==> config.mk <==
export PLATFORM = sky130hd
export DESIGN_NAME = vga_timing_gen
export DESIGN_NICKNAME = d
export VERILOG_FILES = /design/src/rtl/vga_timing_gen.sv
export SDC_FILE = /design/constraint.sdc
export NUM_CORES = 1
export LEC_CHECK = 0
export ABC_AREA = 1
export CAP_MARGIN = 20
export CORE_MARGIN = 3
export CORE_UTILIZATION = 55
export DETAILED_ROUTE_END_ITERATION = 12
export PLACE_DENSITY = 0.88
export SETUP_SLACK_MARGIN = 0.15
export SLEW_MARGIN = 15
export SYNTH_ARGS = -nofsm -noshare
export SYNTH_HDL_FRONTEND = slang
export SYNTH_SLANG_ARGS = --single-unit
==> constraint.sdc <==
create_clock -name clk -period 4.4 [get_ports clk]
set_input_delay 1.1 -clock clk [delete_from_list [all_inputs] [get_ports clk]]
set_output_delay 1.1 -clock clk [all_outputs]
set_load 0.005 [all_outputs]
==> src/rtl/vga_timing_gen.sv <==
// VGA raster timing generator: beam position counters, registered sync/blanking
// decode aligned with x/y, line/frame start strobes and a completed-frame counter.
module vga_timing_gen #(
    parameter int unsigned H_DISPLAY = 640,
    parameter int unsigned H_FRONT   = 16,
    parameter int unsigned H_SYNC    = 96,
    parameter int unsigned H_BACK    = 48,
    parameter int unsigned V_DISPLAY = 480,
    parameter int unsigned V_FRONT   = 10,
    parameter int unsigned V_SYNC    = 2,
    parameter int unsigned V_BACK    = 33,
    parameter logic        SYNC_POL  = 1'b0
) (
    input  logic       clk,
    input  logic       reset,
    input  logic       pix_en,
    output logic [9:0] x,
    output logic [9:0] y,
    output logic       hsync,
    output logic       vsync,
    output logic       display_on,
    output logic       line_start,
    output logic       frame_start,
    output logic [7:0] frame_count
);

    localparam int unsigned H_TOTAL = H_DISPLAY + H_FRONT + H_SYNC + H_BACK;
    localparam int unsigned V_TOTAL = V_DISPLAY + V_FRONT + V_SYNC + V_BACK;

    localparam logic [9:0]  H_LAST   = 10'(H_TOTAL - 1);
    localparam logic [9:0]  V_LAST   = 10'(V_TOTAL - 1);
    // Window bounds are 11 bits so an end bound equal to 1024 still compares correctly.
    localparam logic [10:0] HS_START = 11'(H_DISPLAY + H_FRONT);
    localparam logic [10:0] HS_END   = 11'(H_DISPLAY + H_FRONT + H_SYNC);
    localparam logic [10:0] VS_START = 11'(V_DISPLAY + V_FRONT);
    localparam logic [10:0] VS_END   = 11'(V_DISPLAY + V_FRONT + V_SYNC);
    localparam logic [10:0] H_VIS    = 11'(H_DISPLAY);
    localparam logic [10:0] V_VIS    = 11'(V_DISPLAY);

    logic [9:0] x_q, x_d;
    logic [9:0] y_q, y_d;
    logic [7:0] fc_q, fc_d;
    logic       hs_q, hs_d;
    logic       vs_q, vs_d;
    logic       de_q, de_d;
    logic       ls_q, ls_d;
    logic       fs_q, fs_d;
    logic       x_wrap_s;
    logic       y_last_s;

    // Next beam position, strobes and sync/blank decode of that next position.
    always_comb begin
        x_d      = x_q;
        y_d      = y_q;
        fc_d     = fc_q;
        ls_d     = 1'b0;
        fs_d     = 1'b0;
        x_wrap_s = (x_q == H_LAST);
        y_last_s = (y_q == V_LAST);

        if (pix_en) begin
            if (x_wrap_s) begin
                x_d  = 10'd0;
                ls_d = 1'b1;
                if (y_last_s) begin
                    y_d  = 10'd0;
                    fc_d = fc_q + 8'd1;
                    fs_d = 1'b1;
                end else begin
                    y_d = y_q + 10'd1;
                end
            end else begin
                x_d = x_q + 10'd1;
            end
        end else begin
            x_d = x_q;
        end

        if (({1'b0, x_d} >= HS_START) && ({1'b0, x_d} < HS_END)) begin
            hs_d = SYNC_POL;
        end else begin
            hs_d = ~SYNC_POL;
        end

        if (({1'b0, y_d} >= VS_START) && ({1'b0, y_d} < VS_END)) begin
            vs_d = SYNC_POL;
        end else begin
            vs_d = ~SYNC_POL;
        end

        de_d = ({1'b0, x_d} < H_VIS) && ({1'b0, y_d} < V_VIS);
    end

    // State and output registers; reset parks the beam at the visible origin.
    always_ff @(posedge clk) begin
        if (reset) begin
            x_q  <= 10'd0;
            y_q  <= 10'd0;
            fc_q <= 8'd0;
            hs_q <= ~SYNC_POL;
            vs_q <= ~SYNC_POL;
            de_q <= 1'b1;
            ls_q <= 1'b0;
            fs_q <= 1'b0;
        end else begin
            x_q  <= x_d;
            y_q  <= y_d;
            fc_q <= fc_d;
            hs_q <= hs_d;
            vs_q <= vs_d;
            de_q <= de_d;
            ls_q <= ls_d;
            fs_q <= fs_d;
        end
    end

    assign x           = x_q;
    assign y           = y_q;
    assign frame_count = fc_q;
    assign hsync       = hs_q;
    assign vsync       = vs_q;
    assign display_on  = de_q;
    assign line_start  = ls_q;
    assign frame_start = fs_q;

endmodule

==> flow_summary.json, run 1 <==
{
  "power_leakage_nw": 0.880,
  "io_buffers": 35,
  "clock-sinks": 33,
  "combinationalPowerShare_pct": 4.1,
  "root_buffer": "clkbuf_4",
  "synth_compound_area_share_pct": 5.95,
  "initial_utilization_pct": 58.0,
  "final.min_clock_period_ns": 2.70,
  "rows": 20,
  "syn-cell-area_um2": 1790,
  "wl_per_cell_um": 11.9,
  "synthArstFlopShare_pct": 0,
  "synth_warnings": 0,
  "antenna_left": 0,
  "ioPinCount": 36,
  "fmax_mhz": 371,
  "cts_buffers": 5,
  "crit_required_ns": 4.64,
  "post-route-drc-count": 0,
  "p_seq_share_pct": 62.4,
  "hpwl_um": 3100,
  "worst_pin_slew_ns": 0.365,
  "ctsHoldBuffers": 0,
  "endpoint_kind": "flop",
  "synth_adder_area_share_pct": 2.80,
  "top_layer_used": "met4",
  "drt_wl_total_um": 4100,
  "p_switching_uw": 115,
  "avgSynthCellArea_um2": 6.87,
  "relSlewSlack_pct": 75.6,
  "slowest_delay_ns": 0.66,
  "path_clk_slew_ns": 0.10,
  "cts_post_setup_buffers_inserted": 0,
  "h-tree-depth": 2,
  "fin_area_um2": 2220,
  "synthMuxAreaShare_pct": 0,
  "ir_drop_mv": 0.168,
  "fin_skew_ns": 0.00497,
  "synthSimpleGateAreaFrac_pct": 41.3,
  "synth_cell_types": 27,
  "drtPass1Iterations": 4,
  "power_density_nw_per_um2": 219,
  "num_antenna_cells": 0,
  "ys_seq_area_share_pct": 37.0,
  "num_vias": 1748,
  "grt.total_usage_pct": 22.2,
  "grt_pass1_wl_um": 7110,
  "synth_seq_cells": 33,
  "grt-ovfl-total": 0,
  "grt_max_degree": 20,
  "clock_path_buffers": 2,
  "syn_nets": 267,
  "p_int_uw": 369,
  "core_area_um2": 3080,
  "wl_met2_um": 1940,
  "tritoncts": "yes",
  "synth-xor-area-share_pct": 2.45,
  "setup_violations": 0,
  "worstSetupPathType": "in -> reg",
  "grt_antenna_before_repair": 0,
  "clkPwrFrac_pct": 33.5,
  "synth_top_family_by_area": "simple AND/OR/NAND/NOR gates",
  "yosysTopAreaCell": "dfxtp_1",
  "synthToLayoutAreaGrowth_pct": 24.1,
  "clock_latency_ns": 0.33,
  "die_h_um": 63.0,
  "nets": 306,
  "rsz0062_at_grt": "no",
  "final_max_slew_viol_count": 0,
  "hold_violations": 0,
  "synth-edff-count": 0,
  "drt_iter0_drc": 98,
  "cp_max_fo": 14,
  "period_share_pct": 61.3,
  "yosys_most_used_dff": "dfxtp_1",
  "drive_above_1_share_pct": 9.00,
  "crit_chain": "clkdlybuf4s50_1 -> inv_2 -> nor2_2 -> nand2_2 -> nor2_4 -> nand2_1 -> nor3_2 -> nand3_1 -> nand2_1 -> a21oi_1",
  "wl_met1_um": 1840,
  "crit_top_cell": "nand2_1",
  "via_per_inst": 5.08,
  "max_cap_viol_count": 0,
  "synth_most_common_cell": "nand2_1",
  "routabilityCongestion": 0.894,
  "synth_cells": 260,
  "synth_top_area_share_pct": 37.0,
  "yosys-top-cells-area": "dfxtp_1 37%, nand2_1 10%, nor2_1 8.8%",
  "critPathLaunchType": "input port",
  "cts_resized": 0,
  "fin_total_pwr_uw": 485,
  "dpl_cell_area_um2": 2170,
  "crit_slowest_cell": "clkdlybuf4s50_1",
  "met3_length_um": 240,
  "grt_pass1_vias": 1588,
  "synth_commonest_cells": "49 x nand2_1, 42 x nor2_1, 40 x inv_1",
  "p_sw_share_pct": 23.8,
  "setup-tns-final_ns": 0,
  "die_area_um2": 3970,
  "hp-class": "reg -> reg",
  "arrival_ns": 2.93,
  "status": "completed",
  "die_x_um": 63.0
}
==> power by group through the flow <==
stage	clock network (mW)	logic [mW]	registers [mW]
6_report	0.163	0.0196	0.303
5_1_grt	0.182	0.0219	0.303
4_1_cts	0.166	0.0198	0.302
3_5_place_dp	0	0.0195	0.309
3_3_place_gp	0	0.0193	0.309
2_1_floorplan	0	0.0123	0.309
==> final cells by class <==
| class | instances | area [µm²] |
|---|---|---|
| fillers | 263 | 861 |
| clock inverters | 2 | 10.0 |
| repair buffers | 36 | 358 |
| flip-flops and latches | 33 | 661 |
| multi-input cells | 182 | 938 |
| well taps | 44 | 55.1 |
| clock buffers | 6 | 41.3 |
| inverters | 41 | 154 |
==> critical path: cells and delay by family <==
family          cells  cell delay (ns)
compound gates      1             0.04
buf+inv             2             0.75
simple gates        7             1.04
==> routing by layer <==
| metal | GRT usage [%] | up-vias |
|---|---|---|
| met2 | 36.4 | 55 |
| li1 | - | 914 |
| met4 | 10.7 | 0 |
| met5 | 0 | - |
| met3 | 2.70 | 10 |
| met1 | 28.6 | 769 |
==> state kept, by name (all words and copies together) (netlist names) <==
signal       cells
y               10
hsync            1
vsync            1
x               10
frame_count      8
line_start       1
frame_start      1
display_on       1
==> worst paths after layout <==
path,start,endpoint,cells after the start,slack (ns)
max,pix_en,frame_count[4]$_SDFFE_PP0P_,10,1.70
min,frame_count[5]$_SDFFE_PP0P_,frame_count[5]$_SDFFE_PP0P_,2,0.51
max reg2reg,x[0]$_SDFF_PP0_,frame_count[4]$_SDFFE_PP0P_,10,2.46
min reg2reg,frame_count[5]$_SDFFE_PP0P_,frame_count[5]$_SDFFE_PP0P_,2,0.51
==> cells by family after synthesis <==
family,after synthesis
XOR/XNOR,5
AO/OA/AOI/OAI,19
flip-flops,33
buffers and inverters,45
adder cells (fa/ha/maj),4
AND/OR/NAND/NOR,154
==> stage by stage <==
step | worst slack, ns | hold WS [ns] | utilization, % | cells
2_1_floorplan | 2.17 | 0.462 | - | 260
5_1_grt | 1.54 | 0.532 | 72.0 | 344
3_5_place_dp | 1.35 | 0.483 | 70.4 | 336
4_1_cts | 1.71 | 0.501 | 72.0 | 344
3_3_place_gp | 1.45 | 0.474 | 70.4 | 336
6_report | 1.70 | 0.506 | 72.0 | 344
==> layout by cell type (no fill, tap or decap), types with 3 or more instances in the layout <==
cell              n
xor2_1            3
nand4_1          14
nand2_1          49
nor3b_1           4
a21oi_1           8
nor2_4            4
nor3_1            8
clkbuf_4          5
ha_1              4
dfxtp_1          33
clkdlybuf4s50_1  35
inv_1            40
nand2_2           5
o21ai_0           7
nor2_1           42
nand3_1          21
Power figures use the tool's default switching activity.
==> run 2: changes to the inputs <==
CORE_UTILIZATION = 51   (was 55)
PLACE_DENSITY = 0.82   (was 0.88)
clock period = 2.77 ns   (was 4.4 ns; I/O delays follow)
==> run 2 against run 1 <==
Combinational power grew 61%. Via count down 1.5%. First-iteration DRC count rose by 46%. Clock skew rose by 0.0080 ns. Die area grew 7.1%. Setup slack worse by 1.3 ns. Highest routed layer unchanged. Power grew 60%. Largest power group unchanged. Largest cell class unchanged. Non-clock buffer count is the same. Sequential power grew 58%.
==> flow_summary.json, run 2 (synthesized netlist as in run 1, its figures left out) <==
{
  "ctsHoldBuffers": 0,
  "drt_wl_total_um": 4010,
  "critPathLaunchType": "input port",
  "tritoncts": "yes",
  "max_cap_viol_count": 0,
  "power_density_nw_per_um2": 349,
  "io_buffers": 35,
  "clock-sinks": 33,
  "final.min_clock_period_ns": 2.32,
  "root_buffer": "clkbuf_4",
  "fin_skew_ns": 0.0130,
  "cts_buffers": 5,
  "hold_end": "frame_count[4]$_SDFFE_PP0P_",
  "path_clk_slew_ns": 0.11,
  "pre_cts_slack_ns": 0.108,
  "fmax_mhz": 431,
  "routabilityCongestion": 0.850,
  "seqCellArea_um2": 661,
  "setup-tns-final_ns": 0,
  "hold_start": "frame_count[4]$_SDFFE_PP0P_",
  "rsz0062_at_grt": "no",
  "grt_antenna_before_repair": 0,
  "relSlewSlack_pct": 75.6,
  "synthToLayoutAreaGrowth_pct": 24.1,
  "setup_violations": 0,
  "final_common_cell": "nand2_1",
  "core_area_um2": 3200,
  "initial_utilization_pct": 55.8,
  "status": "completed",
  "die_x_um": 65.2,
  "post-route-drc-count": 0,
  "r2r_start": "x[0]$_SDFF_PP0_",
  "via_per_inst": 5.00,
  "fillers": 317,
  "ioPinCount": 36,
  "period_share_pct": 83.8,
  "grt_max_degree": 19,
  "clock_path_buffers": 2,
  "rows": 20,
  "multi_input_area_um2": 938,
  "wl_per_cell_um": 11.7,
  "finish.utilization_pct": 69.2,
  "rr_endpoint": "frame_count[4]$_SDFFE_PP0P_",
  "grt_pass1_wl_um": 6930,
  "nets": 306,
  "met3_length_um": 252,
  "hold_violations": 0,
  "arrival_ns": 2.57,
  "grt.total_usage_pct": 21.0,
  "ir_drop_mv": 0.285,
  "post-route-worst-setup-slack_ns": 0.449,
  "h-tree-depth": 2,
  "die_area_um2": 4250,
  "num_antenna_cells": 0,
  "worstSetupPathType": "in -> reg",
  "clock_latency_ns": 0.34,
  "crit_required_ns": 3.02,
  "whs_ns": 0.493,
  "min_path_cells": 2,
  "drt_iter0_drc": 143,
  "hpwl_um": 3060,
  "antenna_left": 0,
  "cts_post_setup_buffers_inserted": 0,
  "num_vias": 1721,
  "critPathLaunch": "pix_en",
  "top_layer_used": "met4",
  "endpoint_kind": "flop",
  "grt_pass1_vias": 1589,
  "wl_met1_um": 1890,
  "die_h_um": 65.2,
  "hp-class": "reg -> reg",
  "cts_resized": 0,
  "cp_max_fo": 14,
  "final_cell_mix": "49 x nand2_1, 42 x nor2_1, 40 x inv_1, 35 x clkdlybuf4s50_1, 33 x dfxtp_1",
  "worst_pin_slew_ns": 0.365,
  "drive_above_1_share_pct": 9.00,
  "power_leakage_nw": 0.880,
  "wl_met2_um": 1820,
  "reg2reg_depth": 10,
  "grt-ovfl-total": 0,
  "drtPass1Iterations": 5,
  "final_max_slew_viol_count": 0,
  "reg2reg_slack_ns": 0.80
}
-- run 2: area by class of cell --
type	count	area share, %
clock buffers	6	1.86
clock inverters	2	0.451
inverters	41	6.94
multi-input cells	182	42.3
flip-flops and latches	33	29.8
well taps	44	2.48
repair buffers	36	16.1
-- run 2: worst max-delay path by stage --
| stage | cells after the start | slack, ns | end |
|---|---|---|---|
| 2_1_floorplan | 11 | 0.94 | vsync$_SDFF_PP1_ |
| 3_3_place_gp | 10 | 0.22 | frame_count[4]$_SDFFE_PP0P_ |
| 3_5_place_dp | 10 | 0.11 | frame_count[4]$_SDFFE_PP0P_ |
| 4_1_cts | 10 | 0.47 | frame_count[4]$_SDFFE_PP0P_ |
| 5_1_grt | 10 | 0.26 | frame_count[4]$_SDFFE_PP0P_ |
| 6_report | 10 | 0.45 | frame_count[4]$_SDFFE_PP0P_ |
-- run 2: power breakdown --
part           switching (mW)  internal (mW)
sequential            0.00339          0.477
clock                   0.165         0.0966
combinational          0.0184         0.0132
total                   0.187          0.587
-- run 2: stage by stage --
step	total power, mW	cells	cell area (µm²)
after floorplan	0.511	260	1790
after global placement	0.522	336	2170
after detailed placement	0.523	336	2170
after CTS	0.782	344	2220
after global routing	0.807	344	2220
final	0.773	344	2220
-- run 2: critical path, cell delays in order --
cell             delay, ns
clkdlybuf4s50_1       0.65
inv_2                 0.09
nor2_2                0.12
nand2_2               0.08
nor2_4                0.26
nand2_1               0.23
nor3_2                0.23
nand3_1               0.10
nand2_1               0.07
a21oi_1               0.04
-- run 2: per-layer routing --
metal / vias up / global-route usage, %
met2: 48 / 33.2
li1: 907 / -
met4: 0 / 8.03
met5: - / 0
met3: 4 / 6.32
met1: 762 / 26.7
==> run 3: changes to the inputs <==
clock period = 2.4 ns   (was 2.77 ns; I/O delays follow)
==> run 3 against run 2 <==
Cell count increased by 1.5%. Routed wire length up 5.9%. Register-to-register slack lost 0.36 ns. Final area is 3.2% higher. Highest routed layer unchanged. Critical path type unchanged. Utilization increased by 2.2 points. Critical path depth did not move.
==> flow_summary.json, run 3 (synthesized netlist as in run 1, its figures left out) <==
{
  "grt_max_degree": 13,
  "fin_skew_ns": 0.00736,
  "wl_per_cell_um": 12.2,
  "fmax_mhz": 487,
  "reg2reg_slack_ns": 0.44,
  "power_density_nw_per_um2": 452,
  "initial_utilization_pct": 55.8,
  "cts_post_setup_buffers_inserted": 0,
  "min_path_cells": 2,
  "setup_violations": 0,
  "multi_input_area_um2": 938,
  "r2r_start": "x[0]$_SDFF_PP0_",
  "worst_pin_slew_ns": 0.386,
  "ioPinCount": 36,
  "fillers": 301,
  "post-route-drc-count": 0,
  "rsz0062_at_grt": "no",
  "final_cell_mix": "49 x nand2_1, 42 x nor2_1, 40 x inv_1, 35 x clkdlybuf4s50_1, 33 x dfxtp_1",
  "grt_antenna_before_repair": 0,
  "drtPass1Iterations": 4,
  "final.min_clock_period_ns": 2.05,
  "status": "completed",
  "drt_iter0_drc": 148,
  "period_share_pct": 85.5,
  "num_antenna_cells": 0,
  "grt_pass1_vias": 1590,
  "rows": 20,
  "cts_buffers": 5,
  "drt_wl_total_um": 4250,
  "core_area_um2": 3200,
  "dp.cells": 341,
  "grt_pass1_wl_um": 7360,
  "routabilityCongestion": 0.870,
  "rr_endpoint": "frame_count[4]$_SDFFE_PP0P_",
  "grt-ovfl-total": 0,
  "setup-tns-final_ns": 0,
  "clock-sinks": 33,
  "grt.total_usage_pct": 22.4,
  "relSlewSlack_pct": 74.2,
  "fin_cells": 349,
  "synthToLayoutAreaGrowth_pct": 28.1,
  "h-tree-depth": 2,
  "ctsHoldBuffers": 0,
  "critPathLaunch": "pix_en",
  "ir_drop_mv": 0.449,
  "arrival_ns": 2.30,
  "fin_area_um2": 2290,
  "finish.utilization_pct": 71.4,
  "critPathLaunchType": "input port",
  "antenna_left": 0,
  "drive_above_1_share_pct": 10.5,
  "tritoncts": "yes",
  "path_clk_slew_ns": 0.10,
  "reg2reg_depth": 10,
  "hp-class": "reg -> reg",
  "final_common_cell": "nand2_1",
  "dpl_cell_area_um2": 2200,
  "die_h_um": 65.2,
  "cp_max_fo": 11,
  "die_x_um": 65.2,
  "cts_resized": 0,
  "clock_latency_ns": 0.34,
  "root_buffer": "clkbuf_4",
  "via_per_inst": 5.04,
  "hold_violations": 0,
  "final_max_slew_viol_count": 0,
  "die_area_um2": 4250,
  "num_vias": 1758,
  "crit_required_ns": 2.65,
  "power_leakage_nw": 0.917,
  "io_buffers": 35,
  "hpwl_um": 3280,
  "endpoint_kind": "flop",
  "max_cap_viol_count": 0,
  "hold_end": "frame_count[4]$_SDFFE_PP0P_",
  "clock_path_buffers": 2,
  "nets": 311,
  "seqCellArea_um2": 661,
  "hold_start": "frame_count[4]$_SDFFE_PP0P_",
  "worstSetupPathType": "in -> reg"
}
-- run 3: layout make-up --
cell class,instances,share of cell area (%)
multi-input cells,182,41.0
flip-flops and latches,33,28.9
clock inverters,1,1.31
inverters,41,6.73
repair buffers,41,17.3
clock buffers,7,2.41
well taps,44,2.41
-- run 3: critical path: stages --
cell and delay [ns]:
clkdlybuf4s50_1 0.52, inv_2 0.07, nor2_2 0.11, nand2_2 0.08, nor2_4 0.22, nand2_1 0.23, nor3_2 0.26, nand3_1 0.10
nand2_1 0.07, a21oi_1 0.04
-- run 3: where the power goes --
part / total [mW] / switching (mW) / leakage, nW / internal (mW)
logic: 0.0401 / 0.0217 / 0.605 / 0.0184
clock network: 0.439 / 0.191 / 0.0455 / 0.249
registers: 0.554 / 0.00388 / 0.266 / 0.551
-- run 3: how the worst max path moves through the flow --
stage / end / depth (start not counted)
5_1_grt: frame_count[4]$_SDFFE_PP0P_ / 10
3_3_place_gp: frame_count[4]$_SDFFE_PP0P_ / 10
2_1_floorplan: vsync$_SDFF_PP1_ / 11
4_1_cts: frame_count[4]$_SDFFE_PP0P_ / 10
3_5_place_dp: frame_count[4]$_SDFFE_PP0P_ / 10
6_report: frame_count[4]$_SDFFE_PP0P_ / 10
-- run 3: metal layers --
metal | routed length (µm) | GRT usage [%] | vias to the layer above | share of wire (%)
met2 | 1990 | 35.4 | 51 | 47
met4 | 63 | 7.25 | 0 | 1.5
met3 | 237 | 6.32 | 6 | 5.6
met5 | 0 | 0 | - | 0
met1 | 1950 | 29.3 | 775 | 46
li1 | - | - | 926 | -
-- run 3: through the flow --
step           power [mW]  worst slack (ns)  hold WS (ns)
2_1_floorplan       0.589             0.666         0.462
3_3_place_gp        0.606             0.101         0.464
3_5_place_dp        0.606          -0.00443         0.475
4_1_cts              1.04             0.364         0.491
5_1_grt              1.08             0.184         0.514
6_report             1.03             0.348         0.486
